$ cat src/rtl/booth_pp_accumulator.sv
// Sequential radix-4 Booth multiplier: one Booth digit per RUN cycle,
// partial products summed into a 2*WIDTH-bit accumulator.
module booth_pp_accumulator #(
    parameter int unsigned WIDTH = 8
) (
    input  logic                 clk,
    input  logic                 rst,
    input  logic                 start,
    input  logic [WIDTH-1:0]     a,
    input  logic [WIDTH-1:0]     b,
    output logic                 busy,
    output logic                 done,
    output logic [2*WIDTH-1:0]   p
);

    localparam int unsigned PW    = 2 * WIDTH;
    localparam int unsigned ITERS = WIDTH / 2;
    localparam int unsigned CNT_W = (ITERS > 1) ? $clog2(ITERS) : 1;
    localparam logic [CNT_W-1:0] LAST_ITER = CNT_W'(ITERS - 1);

    typedef enum logic [1:0] {
        IDLE = 2'd0,
        RUN  = 2'd1,
        DONE = 2'd2
    } state_t;

    state_t            state_q, state_d;
    // Multiplicand pre-shifted by 2i so the partial product needs no barrel shift.
    logic [PW-1:0]     mcand_q, mcand_d;
    // {b, 1'b0} shifted right by 2 per iteration; bits [2:0] are the current digit.
    logic [WIDTH:0]    mplr_q, mplr_d;
    logic [PW-1:0]     acc_q, acc_d;
    logic [PW-1:0]     p_q, p_d;
    logic [CNT_W-1:0]  cnt_q, cnt_d;
    logic              busy_q, busy_d;
    logic              done_q, done_d;
    logic [PW-1:0]     pp;

    // Booth digit decode; all negation is modulo 2^PW, so -2*min is exact.
    always_comb begin
        pp = '0;
        case (mplr_q[2:0])
            3'b001, 3'b010: pp = mcand_q;
            3'b011:         pp = mcand_q << 1;
            3'b100:         pp = -(mcand_q << 1);
            3'b101, 3'b110: pp = -mcand_q;
            default:        pp = '0;
        endcase
    end

    // Next-state and datapath control.
    always_comb begin
        state_d = state_q;
        mcand_d = mcand_q;
        mplr_d  = mplr_q;
        acc_d   = acc_q;
        cnt_d   = cnt_q;
        p_d     = p_q;
        busy_d  = 1'b0;
        done_d  = 1'b0;

        case (state_q)
            IDLE: begin
                if (start) begin
                    mcand_d = {{WIDTH{a[WIDTH-1]}}, a};
                    mplr_d  = {b, 1'b0};
                    acc_d   = '0;
                    cnt_d   = '0;
                    busy_d  = 1'b1;
                    state_d = RUN;
                end
            end
            RUN: begin
                acc_d   = acc_q + pp;
                mcand_d = mcand_q << 2;
                mplr_d  = mplr_q >> 2;
                cnt_d   = cnt_q + CNT_W'(1);
                if (cnt_q == LAST_ITER) begin
                    state_d = DONE;
                end else begin
                    busy_d  = 1'b1;
                end
            end
            DONE: begin
                p_d     = acc_q;
                done_d  = 1'b1;
                state_d = IDLE;
            end
            default: begin
                state_d = IDLE;
            end
        endcase
    end

    // State and datapath registers with synchronous reset.
    always_ff @(posedge clk) begin
        if (rst) begin
            state_q <= IDLE;
            mcand_q <= '0;
            mplr_q  <= '0;
            acc_q   <= '0;
            cnt_q   <= '0;
            p_q     <= '0;
            busy_q  <= 1'b0;
            done_q  <= 1'b0;
        end else begin
            state_q <= state_d;
            mcand_q <= mcand_d;
            mplr_q  <= mplr_d;
            acc_q   <= acc_d;
            cnt_q   <= cnt_d;
            p_q     <= p_d;
            busy_q  <= busy_d;
            done_q  <= done_d;
        end
    end

    assign busy = busy_q;
    assign done = done_q;
    assign p    = p_q;

endmodule

$ cat config.mk
export PLATFORM = sky130hd
export DESIGN_NAME = booth_pp_accumulator
export DESIGN_NICKNAME = d
export VERILOG_FILES = /design/src/rtl/booth_pp_accumulator.sv
export SDC_FILE = /design/constraint.sdc
export NUM_CORES = 1
export LEC_CHECK = 0
export ABC_AREA = 1
export ABC_CLOCK_PERIOD_IN_PS = 2500
export CELL_PAD_IN_SITES_DETAIL_PLACEMENT = 1
export CELL_PAD_IN_SITES_GLOBAL_PLACEMENT = 1
export CORE_MARGIN = 2
export CORE_UTILIZATION = 37
export CTS_BUF_LIST = sky130_fd_sc_hd__clkbuf_16
export CTS_CLUSTER_SIZE = 20
export DETAILED_ROUTE_END_ITERATION = 6
export PLACE_DENSITY = 0.76
export SLEW_MARGIN = 20
export SYNTH_ARGS = -nofsm -noshare
export SYNTH_HDL_FRONTEND = slang
export SYNTH_SLANG_ARGS = --single-unit
$ cat constraint.sdc
create_clock -name clk -period 2.5 [get_ports clk]
set_input_delay 0.375 -clock clk [delete_from_list [all_inputs] [get_ports clk]]
set_output_delay 0.375 -clock clk [all_outputs]
set_load 0.1 [all_outputs]
* After elaboration in Yosys (flattened, before gate mapping) *
Cells that the tools add are included.

cells by class
  add/sub/neg operators = 4
  equal/unequal tests = 11
  muxes and demuxes = 16
  reductions and logical operators = 6

operators with widths
  operator               count
  $pmux W16 S2           2
  $pmux W16 S4           1
  $mux W16               2
  $neg A16 Y16           2
  $pmux W9 S2            1
  $add A16 B16 Y16       1
  $eq A3 B3 Y1 const B   3
  $mux W9                1
  $pmux W2 S2            2
  $eq A3 B2 Y1 const B   2
  $mux W2                3
  $eq A2 B2 Y1 const B   2
  $ne A2 B2 Y1 const B   2
  $reduce_and A2 Y1      2
  $reduce_or A2 Y1       2
  $eq A3 B1 Y1 const B   1
  $mux W1                3
  $add A2 B1 Y2 const B  1
  $eq A2 B1 Y1 const B   1
  $logic_not A2 Y1       1
  $pmux W1 S2            1
  $reduce_bool A2 Y1     1

storage, ports and cells
  register bits = 63
  input port bits = 19
  output and inout bits = 18
  logic and storage cells = 45

* Logic depth before layout (Yosys ltp) *
  depth after elaboration = 5
  depth in mapped cells = 22
  depth with buffers taken out = 22

* Least setup slack after synthesis *
No wires, ideal clock.

  path kind = register to register
  start point = reg mcand_q[0]
  end point = reg acc_q[15]
  library setup time = 131 ps
  arrival time = 2,557 ps
  required time = 2,369 ps
  slack = -187 ps
  stages on the path, launching flop included = 21
  path buffers = 0
  period minus slack after synthesis = 2,687 ps
  path through = dfxtp_1 -> inv_1 -> ha_1 -> inv_1 -> nor2_4 -> inv_2 -> nor2_4 -> inv_2 -> nor2_4 -> nand2_1 -> xor2_1 -> o221ai_1 -> ha_1 -> inv_1 -> nor3_1 -> nor3b_1 -> nand2_1 -> nand4_1 -> nand3_1 -> nand3_1 -> a21oi_2

between the ends
  word-level cells in the longest chain between the ends = 4
  elaborated cells on any way between the ends = 5
  classes of those cells = add/sub: 3; mux: 2

ends and longest elaborated chain
  what                                    line    source
  start, declared                         29      logic [PW-1:0] mcand_q, mcand_d;
  start signal, assigned                  108     mcand_q <= mcand_d;
  $neg A16 Y16, on equally long branches  46, 45
  $pmux W16 S4 *                          42      case (mplr_q[2:0])
  $add A16 B16 Y16 *                      74      acc_d = acc_q + pp;
  $pmux W16 S2 *                          62      case (state_q)
  end signal, assigned                    101     acc_q <= '0;
  end signal, assigned                    110     acc_q <= acc_d;
  end, declared                           32      logic [PW-1:0] acc_q, acc_d;

Mark *: on every way between the ends. The rest lies on a longest branch, timed or not.
A chain may end at the register's enable or synchronous reset.

* Worst setup path in the final report *
  start point = reg mcand_q[1]
  end point = reg acc_q[12]

Same word-level chain as after synthesis.

==> flow_summary_export.csv <==
group,metric,value,unit
status,run_status,"finished with violations",
status,violations_in_the_final_reports,"negative setup slack",
timing,max-slew-margin-rel,0.5971,
synth,dominantRegCellSynth,"sky130_fd_sc_hd__dfxtp_1",
timing,setup-violations-final,10,
timing,final_critical_path_setup_slack,-0.5721,ns
setup_path,cp_data_arrival_time,3.32,ns
route,vias_per_cell,5.646,
clock_tree,cts_num_sinks,63,
synth,syn-mean-instance-area,6.912,um^2
floorplanning,io_pins,37,
synth,synthesis.area,3746,um^2
global_routing,grt_antenna_before_repair,0,
route,initialDrtViolationCount,231,
floorplanning,dieArea,10950,um^2
clock_tree,cts-root-buf,"sky130_fd_sc_hd__clkbuf_16",
pwr,pwr_density_cell,610.5,nW/um^2
synth,yosys-top-cells-count,"119 x sky130_fd_sc_hd__nand2_1, 63 x sky130_fd_sc_hd__dfxtp_1, 58 x sky130_fd_sc_hd__nor2_1",
clock_tree,total_cts_buffers,9,
clock_tree,cts.path.max_buffers,2,
synth,synth.distinct_cells,42,
global_routing,grt_pass1_vias,4684,
floorplanning,effective_utilization_at_floorplan,0.3815,
timing,finalClockSkew,0.007925,ns
synth,share_of_the_yosys_chip_area_belonging_to_registers,0.3367,
timing,fin_worst_hold_slack,0.4641,ns
final_layout,drive_gt1_frac,0.3744,
setup_path,worst_ep_required_time,2.75,ns
route,postRouteAntennaNets,0,
synth,synth_nets,579,
timing,pins_over_their_slew_limit,0,
clock_tree,cts.reportedPaths.clkPinSlew,0.06,ns
synth,ys.warnings.count,0,
floorplanning,fp-row-count,36,
timing,timing.setup.tns,-3.909,ns
setup_path,r2r_slack,-0.57,ns
final_layout,fillCellCount,1250,
hold_path,hold_start,"mplr_q[8]",
timing,final.min_clock_period,3.072,ns
floorplanning,die-height,104.6,um
clock_tree,cts-htree-levels,3,
clock_tree,clk-insertion-delay-late,0.34,ns
synth,leading_cell_type_by_number_of_instances_after_synthesis,"sky130_fd_sc_hd__nand2_1",
placed_design,gpl.final_weighted_congestion,0.8631,
placed_design,hpwlAfterDp,8901,um
timing,timing.final.crit_share,1.229,
setup_path,critical_r2r_capture,"acc_q[12]",
route,drt_wl_total,16190,um
timing,report.final.hold_viol_count,0,
synth,synth.area.top_cells,"sky130_fd_sc_hd__dfxtp_1 34%, sky130_fd_sc_hd__nand2_1 12%, sky130_fd_sc_hd__o21ai_0 7.3%, sky130_fd_sc_hd__nor2_1 5.8%, sky130_fd_sc_hd__a21oi_1 5.7%",
clock_tree,clock_tree_from_tritoncts,"yes",
setup_path,type_of_the_worst_setup_path,"register to register",
hold_path,hold-path-cell-count,2,
pwr,peakVddDrop,341.7,uV
placed_design,port_buffers,36,
run,max_cap_viol_count,0,
global_routing,grt_start_max_net_pins,42,
setup_path,worst_setup_path_start_kind,"register",
synth,synth_top_area_cell,"sky130_fd_sc_hd__dfxtp_1",
clock_tree,ctsHoldBuffers,0,
final_layout,flow.area_growth_from_synthesis,50.94,%
floorplanning,design.core.area,9819,um^2
pwr,cellLeakagePower,2.452,nW
route,num_vias,4551,
final_layout,antennaDiodeCount,0,
setup_path,reg2reg_from,"mcand_q[1]",
setup_path,r2r.worst_path.cells,19,
global_routing,grt_util_all_layers,0.2553,
route,drc,0,
final_layout,multi_input_area,2679,um^2
hold_path,hold_path.class,"register to register",
global_routing,grt_pass1_wl,22620,um
setup_path,crit_path_max_fanout,4,
final_layout,seq_area,1269,um^2
synth,post_synthesis_instance_total,542,
synth,number_of_enable_flip_flop_cells_after_synthesis,0,
route,dr.pass1.iters,5,
synth,synth.ff_latch_count,63,
pwr,report.power.total,3.452,mW
global_routing,grt_overflow,0,
synth,area_fraction_of_the_dominant_cell_type_after_synthesis,0.3367,
setup_path,worst_setup_path_end_kind,"register",
synth,share_of_synthesized_registers_carrying_an_async_set_or_reset,0,
floorplanning,dieWidth,104.6,um
final_layout,fin_util,0.5758,
timing,timing.fmax,0.3255,GHz
route,drt-wirelength-per-cell,20.08,um
hold_path,worstHoldEndpoint,"mplr_q[8]",
timing,grt_setup_unrepaired,"true",
timing,tightestPinTransition,0.6036,ns
final_layout,layout_nets,708,
-- final cells by class --
class	instances	share of cell area
inverter	51	0.03452
clock inverter	4	0.002877
clock buffer	9	0.03983
timing repair buffer	139	0.1952
sequential	63	0.2244
multi-input combinational	407	0.4738
tap	133	0.02943
-- cells in the final DEF (no fill, tap or decap), drive strengths merged, types with 2 or more instances in the layout --
master	instances
a211oi	2
a21o	2
a21oi	44
a22oi	5
a31oi	22
buf	121
clkbuf	9
clkdlybuf4s50	18
clkinv	5
dfxtp	63
ha	17
inv	50
nand2	125
nand3	22
nand4	2
nor2	70
nor3	3
o2111ai	6
o211ai	3
o21ai	57
o221ai	3
o22ai	6
or2	4
xor2	7
-- how the worst max path moves through the flow --
| stage | from | end | slack (ns) | cells past startpoint |
|---|---|---|---|---|
| after floorplan | mcand_q[0] | acc_q[15] | -0.03 | 20 |
| after global placement | mcand_q[0] | acc_q[15] | -0.16 | 20 |
| after detailed placement | mcand_q[0] | acc_q[15] | -0.26 | 20 |
| after CTS | mcand_q[0] | acc_q[15] | -0.29 | 21 |
| after global routing | mcand_q[1] | acc_q[12] | -0.81 | 19 |
| final | mcand_q[1] | acc_q[12] | -0.57 | 19 |
-- through the flow --
stage | area [um^2] | worst slack (ns) | cells
final | 5654 | -0.5721 | 806
after detailed placement | 4785 | -0.2599 | 773
after CTS | 5270 | -0.2895 | 798
after floorplan | 3770 | -0.03256 | 542
after global routing | 5654 | -0.8063 | 806
after global placement | 4785 | -0.1617 | 773
-- where the power goes --
group | switching (mW) | internal [mW] | total [mW]
clock network | 0.456 | 0.641 | 1.10
registers | 0.0627 | 1.07 | 1.13
logic | 0.697 | 0.529 | 1.23
total | 1.21 | 2.24 | 3.45
-- flip-flops by register name, indices dropped and copies added, names as in the netlist --
| name | count |
|---|---|
| acc_q | 16 |
| busy | 1 |
| cnt_q | 2 |
| done | 1 |
| mcand_q | 16 |
| mplr_q | 9 |
| p | 16 |
| state_q | 2 |
-- logic make-up after synthesis --
family                   count (synthesis)  synth area share
AND/OR/NAND/NOR                        227            0.2695
AO/OA/AOI/OAI                          154            0.2368
buffers and inverters                   72           0.07615
flip-flops                              63            0.3367
adder cells (fa/ha/maj)                 18           0.06212
XOR/XNOR                                 8           0.01870
-- routing by layer --
metal  vias to the layer above  wire length [um]  global-route usage
met4                         0               790              0.1124
met2                       191              8163              0.4613
li1                       2092                 -                   -
met1                      2179              6400              0.2961
met5                         -                 0                   0
met3                        89               834             0.04055
-- critical path, stage by stage (launching register included) --
cell and delay [ns]:
sky130_fd_sc_hd__dfxtp_2 0.34, sky130_fd_sc_hd__inv_2 0.06, sky130_fd_sc_hd__ha_4 0.17, sky130_fd_sc_hd__inv_4 0.06
sky130_fd_sc_hd__nor2_4 0.03, sky130_fd_sc_hd__inv_2 0.08, sky130_fd_sc_hd__nor2_4 0.04, sky130_fd_sc_hd__buf_4 0.13
sky130_fd_sc_hd__buf_4 0.13, sky130_fd_sc_hd__a21oi_2 0.20, sky130_fd_sc_hd__nand2_1 0.12, sky130_fd_sc_hd__o2111ai_1 0.15
sky130_fd_sc_hd__ha_1 0.36, sky130_fd_sc_hd__nand2_2 0.18, sky130_fd_sc_hd__nor2_1 0.11, sky130_fd_sc_hd__nand3_1 0.13
sky130_fd_sc_hd__o2111ai_2 0.16, sky130_fd_sc_hd__a21oi_1 0.20, sky130_fd_sc_hd__o21ai_1 0.12, sky130_fd_sc_hd__a21oi_1 0.22
-- timing repair --
action,4_1_cts,5_1_grt
setup endpoints to repair,11,12
buffers inserted,12,9
pin swaps,29,43
resized for setup,54,63
Power figures use the tool's default switching activity.
